### src/rtl/spike_frame_parser.sv
// Spike frame parser: drains the spike FIFO, strips SOF/EOF markers and
// streams payload words with first/last flags, frame length and error reports.
module spike_frame_parser #(
  parameter int unsigned      WIDTH     = 16,
  parameter logic [WIDTH-1:0] SOF       = 16'hFAF1,
  parameter logic [WIDTH-1:0] EOF       = 16'hF1FA,
  parameter int unsigned      MAX_LEN   = 256,
  parameter int unsigned      LEN_WIDTH = 9
) (
  input  logic                 clk,
  input  logic                 rstn,
  input  logic                 fifo_empty,
  output logic                 fifo_rd_en,
  input  logic [WIDTH-1:0]     fifo_rd_data,
  output logic                 m_valid,
  input  logic                 m_ready,
  output logic [WIDTH-1:0]     m_data,
  output logic                 m_first,
  output logic                 m_last,
  output logic                 frame_done,
  output logic [LEN_WIDTH-1:0] frame_len,
  output logic                 frame_err,
  output logic [1:0]           err_cause
);

  localparam logic [0:0] HUNT    = 1'b0;
  localparam logic [0:0] PAYLOAD = 1'b1;

  logic [0:0]           state_q, state_d;
  logic [WIDTH-1:0]     pending_q, pending_d;
  logic                 pending_valid_q, pending_valid_d;
  logic                 first_pending_q, first_pending_d;
  logic                 rd_inflight_q;
  logic [LEN_WIDTH-1:0] cnt_q, cnt_d;
  logic                 m_valid_d, m_first_d, m_last_d;
  logic [WIDTH-1:0]     m_data_d;
  logic                 frame_done_d, frame_err_d;
  logic [LEN_WIDTH-1:0] frame_len_d;
  logic [1:0]           err_cause_d;

  // Only issue a read when the output slot will be free on data return.
  assign fifo_rd_en = !fifo_empty && !rd_inflight_q && (!m_valid || m_ready);

  // Next-state: one word is evaluated in the cycle after our own read strobe.
  always_comb begin
    state_d         = state_q;
    pending_d       = pending_q;
    pending_valid_d = pending_valid_q;
    first_pending_d = first_pending_q;
    cnt_d           = cnt_q;
    m_valid_d       = m_valid;
    m_data_d        = m_data;
    m_first_d       = m_first;
    m_last_d        = m_last;
    frame_done_d    = 1'b0;
    frame_len_d     = frame_len;
    frame_err_d     = 1'b0;
    err_cause_d     = err_cause;

    if (m_valid && m_ready) begin
      m_valid_d = 1'b0;
      m_data_d  = '0;
      m_first_d = 1'b0;
      m_last_d  = 1'b0;
    end

    if (rd_inflight_q) begin
      case (state_q)
        HUNT: begin
          if (fifo_rd_data == SOF) begin
            state_d         = PAYLOAD;
            cnt_d           = '0;
            pending_valid_d = 1'b0;
            first_pending_d = 1'b1;
          end
        end
        default: begin
          if (fifo_rd_data == SOF) begin
            frame_err_d     = 1'b1;
            err_cause_d     = 2'b01;
            pending_valid_d = 1'b0;
            cnt_d           = '0;
            first_pending_d = 1'b1;
          end else if (fifo_rd_data == EOF) begin
            if (pending_valid_q) begin
              m_valid_d = 1'b1;
              m_data_d  = pending_q;
              m_first_d = first_pending_q;
              m_last_d  = 1'b1;
            end
            frame_done_d    = 1'b1;
            frame_len_d     = cnt_q;
            pending_valid_d = 1'b0;
            state_d         = HUNT;
          end else if (cnt_q == LEN_WIDTH'(MAX_LEN)) begin
            frame_err_d     = 1'b1;
            err_cause_d     = 2'b10;
            pending_valid_d = 1'b0;
            state_d         = HUNT;
          end else begin
            // Lookahead: a word is released only once its successor is known.
            if (pending_valid_q) begin
              m_valid_d       = 1'b1;
              m_data_d        = pending_q;
              m_first_d       = first_pending_q;
              m_last_d        = 1'b0;
              first_pending_d = 1'b0;
            end
            pending_d       = fifo_rd_data;
            pending_valid_d = 1'b1;
            cnt_d           = cnt_q + LEN_WIDTH'(1);
          end
        end
      endcase
    end
  end

  always_ff @(posedge clk or negedge rstn) begin
    if (!rstn) begin
      state_q         <= HUNT;
      pending_q       <= '0;
      pending_valid_q <= 1'b0;
      first_pending_q <= 1'b0;
      rd_inflight_q   <= 1'b0;
      cnt_q           <= '0;
      m_valid         <= 1'b0;
      m_data          <= '0;
      m_first         <= 1'b0;
      m_last          <= 1'b0;
      frame_done      <= 1'b0;
      frame_len       <= '0;
      frame_err       <= 1'b0;
      err_cause       <= 2'b00;
    end else begin
      state_q         <= state_d;
      pending_q       <= pending_d;
      pending_valid_q <= pending_valid_d;
      first_pending_q <= first_pending_d;
      rd_inflight_q   <= fifo_rd_en;
      cnt_q           <= cnt_d;
      m_valid         <= m_valid_d;
      m_data          <= m_data_d;
      m_first         <= m_first_d;
      m_last          <= m_last_d;
      frame_done      <= frame_done_d;
      frame_len       <= frame_len_d;
      frame_err       <= frame_err_d;
      err_cause       <= err_cause_d;
    end
  end

endmodule

### config.mk
export PLATFORM = sky130hd
export DESIGN_NAME = spike_frame_parser
export DESIGN_NICKNAME = d
export VERILOG_FILES = /design/src/rtl/spike_frame_parser.sv
export SDC_FILE = /design/constraint.sdc
export NUM_CORES = 1
export LEC_CHECK = 0
export ABC_AREA = 0
export BUFFER_PORTS_ARGS = -buffer_cell sky130_fd_sc_hd__buf_2
export CORE_MARGIN = 1
export CORE_UTILIZATION = 25
export DETAILED_ROUTE_END_ITERATION = 10
export GPL_ROUTABILITY_DRIVEN = 0
export HOLD_SLACK_MARGIN = 0.1
export SLEW_MARGIN = 20
export SYNTH_ARGS = -nofsm -noshare
export SYNTH_HDL_FRONTEND = slang
export SYNTH_SLANG_ARGS = --single-unit
### constraint.sdc
create_clock -name clk -period 3.1 [get_ports clk]
set_input_delay 0.62 -clock clk [delete_from_list [all_inputs] [get_ports clk]]
set_output_delay 0.62 -clock clk [all_outputs]
set_load 0.05 [all_outputs]
Word-level counts from Yosys, hierarchy flattened. Cells that the tools add are included.

Register bits after elaboration: 61. Input port bits: 20. Output and inout port bits: 33. Logic and storage cells: 99.

Add/sub/neg operators: 1. Equal/unequal tests: 5. Muxes and demuxes: 60. Bitwise logic cells: 3. Reductions and logical operators: 16.

Operator list (number): 16-bit 2-to-1 mux (7); 1-bit 2-to-1 mux (45); 9-bit 2-to-1 mux (5); 16-bit equality test, second input constant (2); 4-bit AND reduction (3); 5-bit AND reduction (2); 9-bit by 1-bit adder with 9-bit output, second input constant (1); 9-bit equality test, second input constant (1); 2-bit 2-to-1 mux (3); 2-bit nonzero test (3); 2-bit inequality test, second input constant (2); 1-bit logical AND (3); 1-bit zero test (3); 1-bit inverter (3); 2-bit AND reduction (1); 1-bit logical OR (1).

Longest topological paths before layout. Gate-level depths: netlist (run 1).

Depth after elaboration: 8. Gate-level depth with buffers: 9. Gate-level depth less buffers: 7.

Worst setup path before layout (run 1). Ideal clock, no wire load.

Path kind: in2reg. Start point: in fifo_rd_data[9]. End point: reg pending_q[15]. Setup time: 0.125 ns. Arrival: 2.486 ns. Data required time: 2.975 ns. Slack: 0.489 ns. Stages on the path: 8. Buffers on the path: 3. Path through: or4b_4 or4_4 buf_6 nand3_2 or2_1 buf_6 buf_12 mux2_4.

Cells in the longest elaborated chain, start to end: 3. Elaborated cells on any way between the ends: 5. Those cells by class: 2 x eq/ne; 2 x bitwise; 1 x reduce/logical.

Ends and longest elaborated chain: start: declaration (RTL line 14) `input logic [WIDTH-1:0] fifo_rd_data,`; 16-bit equality test (on tied branches) (RTL line 84, 78); 1-bit inverter (no line); 5-bit AND reduction (no line) *; end signal: assignment (RTL line 136) `pending_q <= pending_d;`; end: declaration (RTL line 30) `logic [WIDTH-1:0] pending_q, pending_d;`.

Mark *: on every way between the ends. The rest lies on a longest branch, timed or not. A chain may end at the register's enable or synchronous reset.

Worst setup path in the final report (run 1).
Start point: reg cnt_q[0]. End point: reg cnt_q[5].

Cells in the longest elaborated chain, start to end: 5. Elaborated cells on any way between the ends: 8. Those cells by class: 1 x add/sub; 2 x eq/ne; 4 x mux; 1 x reduce/logical.

Ends and longest elaborated chain: start: declaration (RTL line 34) `logic [LEN_WIDTH-1:0] cnt_q, cnt_d;`; start signal: assignment (RTL line 140) `cnt_q <= cnt_d;`; 9-bit by 1-bit adder with 9-bit output (RTL line 111) `cnt_d = cnt_q + LEN_WIDTH'(1);`; 9-bit 2-to-1 mux (RTL line 95) `end else if (cnt_q == LEN_WIDTH'(MAX_LEN)) begin`; 9-bit 2-to-1 mux (RTL line 84) `end else if (fifo_rd_data == EOF) begin`; 9-bit 2-to-1 mux (RTL line 78) `if (fifo_rd_data == SOF) begin`; 9-bit 2-to-1 mux (RTL line 68) `case (state_q)`.

Parallel ways exist; a longest one is shown, timed or not. The select of a mux whose other input is x is not followed.

==> results of run 1 <==
==> cell families (layout without fill, tap and decap cells) <==
| group | after synthesis | in the layout | share of synthesized area |
|---|---|---|---|
| and+or+nand+nor | 90 | 90 | 0.178 |
| DFF | 61 | 61 | 0.565 |
| AOI/OAI and AO/OA | 36 | 36 | 0.0814 |
| muxes | 28 | 28 | 0.125 |
| buffers and inverters | 17 | 80 | 0.0384 |
| adders and majority gates | 2 | 2 | 0.00925 |
| xor gates and xnor gates | 1 | 1 | 0.00324 |
==> per-layer routing <==
metal  GRT usage  up-vias  routed length (um)
met5           0        -                   0
met4      0.0516        0                  89
met3      0.0343        7                 146
met2       0.169       40                2580
met1       0.160      929                3160
li1            -      932                   -
==> cell usage after synthesis <==
library cell / instances / area share
nor2_1: 1 / 0.0014
o211ai_1: 4 / 0.011
inv_1: 8 / 0.011
a211oi_4: 1 / 0.0074
nor3_1: 4 / 0.0074
a21oi_1: 3 / 0.0056
nand4_1: 2 / 0.0046
nand3_1: 4 / 0.0074
or4_1: 2 / 0.0056
o21ai_0: 19 / 0.035
or3_1: 1 / 0.0023
nor4_4: 1 / 0.0079
ha_1: 2 / 0.0093
clkbuf_1: 1 / 0.0014
nand3_2: 1 / 0.0037
o21ai_1: 4 / 0.0074
or2_2: 2 / 0.0046
nor4_1: 2 / 0.0046
dfrtp_1: 61 / 0.56
nor2b_1: 1 / 0.0023
mux2_2: 18 / 0.075
nand2_1: 52 / 0.072
a21bo_2: 1 / 0.0037
or4_4: 2 / 0.0083
mux2i_1: 3 / 0.011
nand4bb_1: 1 / 0.0042
or2_1: 1 / 0.0023
nand2b_1: 2 / 0.0046
xor2_1: 1 / 0.0032
buf_2: 4 / 0.0074
nand4b_1: 3 / 0.0097
or4b_4: 1 / 0.0051
nor2_4: 1 / 0.0042
o31ai_1: 2 / 0.0056
buf_4: 1 / 0.0028
a21boi_0: 2 / 0.0056
mux2_4: 7 / 0.039
nor4b_1: 2 / 0.0065
and2_1: 4 / 0.0093
buf_6: 2 / 0.0083
buf_12: 1 / 0.0074
==> worst min-delay path by stage <==
| stage | startpoint | end | slack (ps) | cells after the start |
|---|---|---|---|---|
| after floorplan | rstn | cnt_q[0] | 320 | 0 |
| after global placement | pending_q[9] | m_data[9] | 460 | 2 |
| after detailed placement | err_cause[0] | err_cause[0] | 470 | 1 |
| after CTS | rstn | m_data[13] | 370 | 1 |
| after global routing | rstn | rd_inflight_q | 400 | 1 |
| final | rstn | rd_inflight_q | 370 | 1 |
==> power groups by stage <==
stage               combinational (uW)  clock, uW  sequential [uW]
CTS                                809        690             1110
global placement                   796          0             1120
global route                       869        725             1140
finish                             801        674             1110
floorplan                          291          0             1420
detailed placement                 807          0             1120
==> final cells by class <==
type                            instances  area [um^2]  share of cell area
Clock buffer                           16          190              0.0575
Multi-Input combinational cell        157         1070               0.325
Tap cell                              136          170              0.0515
Sequential cell                        61         1530               0.462
Timing Repair Buffer                   56          315              0.0954
Inverter                                8         30.0             0.00908
==> cell usage in the layout (no fill, tap or decap), types with 2 or more instances in the layout <==
master    netlist  layout
and2_1          4       4
nand2_1        52      52
a21boi_0        2       2
ha_1            2       2
or4_1           2       2
a21oi_1         3       3
mux2_4          7       7
nand3_1         4       4
mux2i_1         3       3
or2_2           2       2
o21ai_1         4       4
clkbuf_8        0      13
o211ai_1        4       4
nor4_1          2       2
nand4b_1        3       3
nor3_1          4       4
buf_4           1       2
or4_4           2       2
inv_1           8       8
nor4b_1         2       2
clkbuf_1        1       3
mux2_2         18      18
o31ai_1         2       2
buf_2           4      52
nand2b_1        2       2
o21ai_0        19      19
nand4_1         2       2
buf_12          1       2
dfrtp_1        61      61
==> per-stage QoR <==
stage                     std cells  total power [uW]   util  setup WS (ps)
after global placement          418              1910  0.299            404
after detailed placement        418              1930  0.299            366
after CTS                       434              2610  0.317            727
after floorplan                 235              1710      -            489
after global routing            434              2730  0.317            475
final                           434              2580  0.317            711
==> sequential cells by signal, summed over array words and instances, names as in the netlist <==
name / count
m_first: 1
rd_inflight_q: 1
cnt_q: 9
err_cause: 2
state_q: 1
pending_valid_q: 1
pending_q: 16
frame_err: 1
frame_len: 9
frame_done: 1
m_last: 1
m_valid: 1
first_pending_q: 1
m_data: 16
==> key figures, run 1 <==
Clocking
  – CTS tree: built
  – CTS Buf Count: 9
  – Post-CTS resize count: 0
  – Worst-Skew Late Latency: 330 ps
  – Clock root cell: clkbuf_8
  – Clock Pin Slew Worst Setup and Hold Paths: 70 ps
  – CTS H-tree depth: 3
  – Hold-fix buffers, CTS: 0
  – Clk buf depth: 2
  – Clk sink count: 61
  – Number of setup buffers added after CTS: 0

Worst setup path
  – Worst Path Arrival: 2630 ps
  – Worst path bufs/invs: 1
  – CP startpoint kind: register
  – Worst Setup End Kind: register
  – Worst R2R Path Depth: 7
  – CP endpoint: cnt_q[5]
  – Critical Path Stages: 7
  – CP Max Fanout: 11
  – WP data required: 3340 ps
  – CP Class: register to register
  – Reg-to-Reg Start: cnt_q[0]
  – R2r endpoint: cnt_q[5]
  – CP max stage delay: 670 ps
  – CP max-delay cell: o211ai_1
  – Sequence of cells on the critical path: inv_1 -> ha_1 -> nor4b_1 -> a21oi_1 -> o211ai_1 -> nor3_1 -> mux2i_1
  – Launch point of the worst path: cnt_q[0]
  – R2R Setup Slk: 710 ps
  – CP delay by family, top: compound AO/OA/AOI/OAI gates

Final layout
  – Share of layout cells above drive strength 1: 0.349
  – Filler cells: 1076
  – Design Area, Final: 3310 um^2
  – ANT cells: 0
  – Area grow syn2layout: 22.3%
  – Nets: 315

Place
  – Port bufs: 52
  – DP Wirelength: 4.33 mm
  – Placed cell area: 3120 um^2

Floorplan
  – Die Area: 11200 um^2
  – Die Y: 106 um
  – Core Box Area: 10400 um^2
  – Initial Util: 0.260
  – Ports: 53
  – Die width: 106 um
  – Row count: 37

STA
  – Final setup viols: 0
  – Pins Over Slew Limit: 0
  – Final worst path period share: 0.770
  – Slew @ Worst Pin: 786 ps
  – Unrepaired setup endpoints after global routing: no
  – Setup TNS: 0 ps
  – Max Fclk: 419 MHz
  – Fin crit period: 2390 ps
  – Max_slew headroom: 0.474
  – Max Clock Skew: 5.78 ps
  – Min Hold Slack: 366 ps
  – Hold Vio Cnt, Final: 0

Drt
  – Iter 0 DRT Violations: 114
  – Drt pass-1 iters: 4
  – Routed Antenna Nets: 0
  – Detailed-route wire length per cell: 13.8 um
  – Via/cell ratio: 4.40
  – DRC: 0
  – DR vias: 1908
  – Final WL: 5.97 mm

Power
  – Sw Ratio: 0.385
  – Switch Pwr: 995 uW
  – VDD IR max: 311 uV
  – LEAKAGE: 0.00159 uW
  – Part of the power in the clock network: 0.261
  – P_int: 1590 uW
  – Comb pwr share: 0.310
  – PD cells: 781 nW/um^2
  – Register share of total power: 0.429

Yosys
  – Synth Warn #: 0
  – Mapped Cells: 235
  – Syn_nets: 257
  – Post-synthesis sequential area ratio: 0.565
  – Post-Syn Area per Cell: 11.5 um^2
  – Post-synthesis instance area: 2700 um^2
  – Synth unique cells: 41
  – Flop and latch count out of synthesis: 61

Global route
  – Largest net degree at the start of global routing: 36
  – Grt ovf: 0
  – Initial antenna violation count: 0
  – Vias in the first global route: 1971
  – First-pass GRT wire length: 9.97 mm
  – Gr usage total: 0.116

Outcome
  – Outcome: finished, final reports clean

Worst hold path
  – Worst hold path class: primary input to asynchronous set/reset pin

Flow run
  – Max-cap violations: 0
No activity file was read; power rests on OpenSTA's default activity.
==> run 2: changes to the inputs <==
Settings changed: ABC_AREA 0 to 1.
Clock period 3.1 ns to 2.5 ns, I/O delays scaled along.
==> key figures, run 2 <==
Yosys
  – Multiplexer share of the synthesized area: 0 (-0.125)
  – Area share of the largest cell type after synthesis: 0.484 (-0.0806)
  – Top-count cell post-synth: nand2_1
  – Flop and latch count out of synthesis: 61 (unchanged)
  – Top cells by area, synth: dfrtp_1 (48%), nand2_1 (17%), nor2_1 (4.9%)
  – Asr flop ratio synth: 1.00 (unchanged)
  – Commonest cells post-synth: nand2_1 (147), dfrtp_1 (61), nor2_1 (41)
  – Post-synthesis instance area: 3150 um^2 (+17%)
  – Post-synth EDFFs: 0 (unchanged)
  – Largest area contributor in the netlist: dfrtp_1
  – Syn_nets: 429 (+67%)
  – Main synth FF type: dfrtp_1
  – Compound-Gate Fraction of Synth Area: 0.0294 (-0.0521)
  – Synth Area in XOR/XNOR: 0.00833 (+0.00509)
  – Largest family of logic cells by synthesized area: simple AND/OR/NAND/NOR gates
  – Synth unique cells: 30 (-27%)
  – Post-synthesis sequential area ratio: 0.484 (-0.0806)
  – Post-synthesis simple-gate area fraction: 0.391 (+0.213)
  – Post-Syn Area per Cell: 7.75 um^2 (-33%)
  – Area share of fa/ha/maj cells after synthesis: 0.00793 (-0.00132)
  – Mapped Cells: 407 (+73%)
  – Synth Warn #: 0 (unchanged)

Clocking
  – Post-CTS resize count: 0 (unchanged)
  – Number of setup buffers added after CTS: 0 (unchanged)
  – Clk sink count: 61 (unchanged)
  – Clock Pin Slew Worst Setup and Hold Paths: 50 ps (-20 ps)
  – Clk buf depth: 2 (unchanged)
  – CTS tree: built
  – Worst-Skew Late Latency: 340 ps (about the same)
  – Hold-fix buffers, CTS: 0 (unchanged)
  – CTS Buf Count: 9 (unchanged)
  – Clock root cell: clkbuf_16
  – CTS H-tree depth: 3 (unchanged)

Global route
  – Gr usage total: 0.134 (+0.0176)
  – First-pass GRT wire length: 13.1 mm (+31%)
  – Vias in the first global route: 2572 (+30%)
  – Initial antenna violation count: 0 (unchanged)
  – Grt ovf: 0 (unchanged)
  – Largest net degree at the start of global routing: 33 (-8.3%)

Final layout
  – Design Area, Final: 3930 um^2 (+19%)
  – Most common cell after layout, fill and taps aside: nand2_1
  – ANT cells: 0 (unchanged)
  – Most frequent cells in the layout: nand2_1 (147), dfrtp_1 (61), buf_2 (52)
  – Nets: 484 (+54%)
  – Filler cells: 1309 (+22%)
  – Share of layout cells above drive strength 1: 0.210 (-0.139)
  – Top flop regs: m_data (16), pending_q (16)
  – Area grow syn2layout: 24.6%
  – Final cell count without fillers: 635 (+46%)

Drt
  – Routed Antenna Nets: 0 (unchanged)
  – Drt pass-1 iters: 4 (unchanged)
  – Via/cell ratio: 4.19 (-4.6%)
  – Final WL: 7.69 mm (+29%)
  – DRC: 0 (unchanged)
  – Iter 0 DRT Violations: 115 (+0.88%)
  – DR vias: 2663 (+40%)
  – Detailed-route wire length per cell: 12.1 um (-12%)

STA
  – Slew @ Worst Pin: 746 ps (-40.2 ps)
  – Fin crit period: 1830 ps
  – Unrepaired setup endpoints after global routing: no
  – Pins Over Slew Limit: 0 (unchanged)
  – Final setup viols: 0 (unchanged)
  – Max Fclk: 545 MHz
  – Max_slew headroom: 0.503 (+0.0291)
  – Hold Vio Cnt, Final: 0 (unchanged)
  – Min Hold Slack: 225 ps (-141 ps)
  – Max Clock Skew: 8.31 ps (+2.53 ps)
  – Setup TNS: 0 ps (unchanged)
  – Final worst path period share: 0.734

Floorplan
  – Row count: 40 (+8.1%)
  – Die Area: 13100 um^2 (+16%)
  – Die Y: 114 um (+7.9%)
  – Initial Util: 0.259 (about the same)
  – Die width: 114 um (+7.9%)
  – Ports: 53 (unchanged)
  – Core Box Area: 12200 um^2 (+17%)

Place
  – Placed instance count: 619 (+48%)
  – DP Wirelength: 5.78 mm (+34%)
  – Port bufs: 52 (unchanged)
  – Placed cell area: 3590 um^2 (+15%)

Power
  – PD cells: 1110 nW/um^2 (+42%)
  – LEAKAGE: 0.00206 uW (+30%)
  – VDD IR max: 364 uV (+17%)
  – Total power: 4350 uW (+68%)

Worst setup path
  – CP Class: register to output port
  – Worst Path Arrival: 1330 ps (-1300 ps)
  – WP data required: 2000 ps (-1340 ps)
  – CP Max Fanout: 2 (-9)
  – Worst Setup End Kind: output port
  – R2R Setup Slk: 670 ps (-50 ps)
  – CP startpoint kind: register

Outcome
  – Outcome: finished, final reports clean

Worst hold path
  – Worst hold path class: primary input to asynchronous set/reset pin

Flow run
  – Max-cap violations: 0 (unchanged)
[run 2: cell count changes after synthesis, sizes merged, moves of 4 or more]
cell	previous run	this run
and2	4	0
inv	8	43
mux2	25	0
nand2	52	156
nand3	5	29
nand4	2	26
nor2	2	47
o211ai	4	0
o21ai	23	16
or4	4	0
[run 2: final cells by class]
class / count / area (um^2) / area share
flip-flops and latches: 61 / 1530 / 0.388
repair buffers: 56 / 303 / 0.0770
clock buffers: 12 / 246 / 0.0627
multi-input cells: 288 / 1380 / 0.350
clock inverters: 4 / 95.1 / 0.0242
inverters: 46 / 173 / 0.0439
well taps: 168 / 210 / 0.0535
[run 2: worst paths after layout]
| path | startpoint | end | depth (start not counted) |
|---|---|---|---|
| max | rd_inflight_q | fifo_rd_en | 4 |
| min | rstn | err_cause[1] | 1 |
| max reg2reg | cnt_q[0] | pending_q[12] | 10 |
| min reg2reg | pending_q[6] | pending_q[6] | 2 |
| max in group asynchronous | rstn | err_cause[0] | 2 |
| min in group clk | fifo_empty | rd_inflight_q | 2 |
[run 2: cell families (layout without fill, tap and decap cells)]
group / after synthesis / in the layout
xor gates and xnor gates: 3 / 3
and+or+nand+nor: 265 / 265
buffers and inverters: 58 / 118
adders and majority gates: 2 / 2
AOI/OAI and AO/OA: 18 / 18
DFF: 61 / 61
[run 2: power breakdown]
group          leakage (uW)  total, uW  internal (uW)  switching, uW
clock network      0.000167       1420            998            424
logic               0.00108       1470            386           1090
registers          0.000808       1450           1280            172
[run 2: metrics by stage]
stage                util  worst slack (ps)
finish              0.323               665
detailed placement  0.295               445
global route        0.323               451
global placement    0.295               487
floorplan               -               573
CTS                 0.323               600
[run 2: metal layers]
| metal | up-vias | routed length, um | global-route usage |
|---|---|---|---|
| li1 | 1397 | - | - |
| met1 | 1200 | 3560 | 0.166 |
| met2 | 59 | 3630 | 0.217 |
| met3 | 7 | 403 | 0.0519 |
| met4 | 0 | 90 | 0.0364 |
| met5 | - | 0 | 0 |
[run 2: critical path, stage by stage (launching register included)]
cell	delay [ps]
dfrtp_1	370
inv_1	80
o21ai_0	100
nor2_1	160
buf_2	290
==> run 3: changes to the inputs <==
Clock period 2.5 ns to 1.7 ns, I/O delays scaled along.
==> key figures, run 3 (synthesized netlist as in run 2, its figures left out) <==
Outcome
  – Outcome: finished, final reports clean

Worst setup path
  – Worst path bufs/invs: 3 (+1)
  – CP startpoint kind: register
  – Launch point of the worst path: cnt_q[0]
  – WP data required: 1910 ps (-90 ps)
  – R2r endpoint: m_data[8]
  – CP Max Fanout: 17 (+15)
  – CP Class: register to register
  – CP max stage delay: 380 ps (about the same)
  – CP max-delay cell: dfrtp_1
  – CP endpoint: m_data[8]
  – Critical Path Stages: 9 (+5)
  – Worst R2R Path Depth: 9 (-1)
  – Worst Path Arrival: 1780 ps (+450 ps)
  – CP delay by family, top: simple AND/OR/NAND/NOR gates
  – Reg-to-Reg Start: cnt_q[0]
  – Worst Setup End Kind: register
  – R2R Setup Slk: 130 ps (-530 ps)
  – Sequence of cells on the critical path: inv_1 -> ha_2 -> buf_4 -> nand3_1 -> nor2_2 -> nand2_4 -> buf_12 -> nand4_1 -> nand2_1

Drt
  – Via/cell ratio: 4.39 (+4.6%)
  – Drt pass-1 iters: 4 (unchanged)
  – Routed Antenna Nets: 0 (unchanged)
  – DRC: 0 (unchanged)
  – DR vias: 2843 (+6.8%)
  – Final WL: 8.23 mm (+7.0%)
  – Detailed-route wire length per cell: 12.7 um (+4.8%)
  – Iter 0 DRT Violations: 153 (+33%)

Place
  – Dpl ws: 24.5 ps (-421 ps)
  – DP Wirelength: 5.90 mm (+2.1%)
  – Placed instance count: 632 (+2.1%)
  – Placed cell area: 3730 um^2 (+3.8%)
  – Port bufs: 52 (unchanged)

STA
  – Final setup viols: 0 (unchanged)
  – Setup TNS: 0 ps (unchanged)
  – Slew @ Worst Pin: 346 ps (-400 ps)
  – Max Fclk: 638 MHz
  – Max_slew headroom: 0.769 (+0.266)
  – Fin worst setup slack: 132 ps (-533 ps)
  – Pins Over Slew Limit: 0 (unchanged)
  – Final worst path period share: 0.922
  – Fin crit period: 1570 ps
  – Max Clock Skew: 9.31 ps (+0.996 ps)
  – Hold Vio Cnt, Final: 0 (unchanged)

Flow run
  – Max-cap violations: 0 (unchanged)

Floorplan
  – Ports: 53 (unchanged)
  – Core Box Area: 12200 um^2 (unchanged)
  – Die Y: 114 um (unchanged)
  – Die Area: 13100 um^2 (unchanged)
  – Initial Util: 0.259 (unchanged)
  – Die width: 114 um (unchanged)
  – Row count: 40 (unchanged)

Power
  – Sw Ratio: 0.403 (+0.0161)
  – LEAKAGE: 0.00211 uW (+2.7%)
  – VDD IR max: 473 uV (+30%)
  – Part of the power in the clock network: 0.284 (-0.043)
  – Switch Pwr: 2580 uW (+53%)
  – Comb pwr share: 0.384 (+0.045)
  – Register share of total power: 0.332 (-0.002)
  – P_int: 3820 uW (+43%)
  – PD cells: 1570 nW/um^2 (+42%)

Final layout
  – Most common cell after layout, fill and taps aside: nand2_1
  – ANT cells: 0 (unchanged)
  – Nets: 499 (+3.1%)
  – Share of layout cells above drive strength 1: 0.248 (+0.0381)
  – Top flop regs: m_data (16), pending_q (16)
  – Multi-input logic area: 1410 um^2 (+2.5%)
  – Final cell count without fillers: 648 (+2.0%)
  – Register area: 1530 um^2 (about the same)
  – Design Area, Final: 4070 um^2 (+3.6%)
  – Most frequent cells in the layout: nand2_1 (147), dfrtp_1 (60), buf_2 (51)
  – Area grow syn2layout: 29.1%
  – Filler cells: 1295 (-1.1%)

Clocking
  – Number of setup buffers added after CTS: 0 (unchanged)
  – Clock root cell: clkbuf_16
  – CTS tree: built
  – Worst-Skew Late Latency: 330 ps (about the same)
  – Clock Pin Slew Worst Setup and Hold Paths: 50 ps (about the same)
  – Clk sink count: 61 (unchanged)
  – CTS H-tree depth: 3 (unchanged)
  – Clk buf depth: 2 (unchanged)
  – CTS Buf Count: 9 (unchanged)

Global route
  – Grt ovf: 0 (unchanged)
  – Largest net degree at the start of global routing: 62 (+88%)
  – Vias in the first global route: 2658 (+3.3%)
  – Gr usage total: 0.134 (-0.000266)
  – Initial antenna violation count: 0 (unchanged)
  – First-pass GRT wire length: 13.5 mm (+3.0%)

Worst hold path
  – Worst hold path class: primary input to register
  – WHS Path Cells: 2
-- run 3: cell types whose count changed in the layout (fill, tap and decap cells not counted), sizes merged --
cell / change
buf: +13
bufinv: -2
clkbuf: -1
clkinvlp: +1
dlygate4sd3: +1
nand3: +1
-- run 3: worst min path at each step --
| stage | startpoint | end |
|---|---|---|
| global route | fifo_empty | rd_inflight_q |
| CTS | fifo_empty | rd_inflight_q |
| detailed placement | rstn | err_cause[1] |
| floorplan | rstn | cnt_q[0] |
| global placement | rstn | err_cause[0] |
| finish | fifo_empty | rd_inflight_q |
-- run 3: what timing repair did --
| item | CTS | global route |
|---|---|---|
| resized for setup | 1 | 8 |
| hold buffers | 1 | 0 |
| pin swaps | 0 | 1 |
| setup endpoints to repair | 1 | 35 |
| endpoints found under the hold margin | 61 | 0 |
| gates cloned | 0 | 1 |
-- run 3: metal layers --
layer  share of wire  global-route usage  up-vias
met3           0.047              0.0328       14
met1            0.46               0.174     1319
met5               0                   0        -
li1                -                   -     1436
met2            0.48               0.219       74
met4           0.013              0.0381        0
-- run 3: per-stage QoR --
stage / power [uW] / utilization / hold slack (ps)
after global routing: 6790 / 0.335 / 186
after CTS: 6400 / 0.332 / 182
final: 6400 / 0.335 / 187
after detailed placement: 4570 / 0.306 / 375
after global placement: 4510 / 0.306 / 371
after floorplan: 3830 / - / 44.4
-- run 3: cell type report --
type | instances | share of cell area
Clock buffer | 11 | 0.0621
Clock inverter | 3 | 0.0114
Inverter | 46 | 0.0424
Multi-Input combinational cell | 289 | 0.347
Sequential cell | 61 | 0.375
Tap cell | 168 | 0.0516
Timing Repair Buffer | 70 | 0.111
-- run 3: power by group through the flow --
| stage | sequential, uW | combinational (uW) | clock, uW |
|---|---|---|---|
| floorplan | 2800 | 1030 | 0 |
| global placement | 2120 | 2390 | 0 |
| detailed placement | 2140 | 2420 | 0 |
| CTS | 2120 | 2430 | 1850 |
| global route | 2170 | 2690 | 1930 |
| finish | 2120 | 2450 | 1820 |
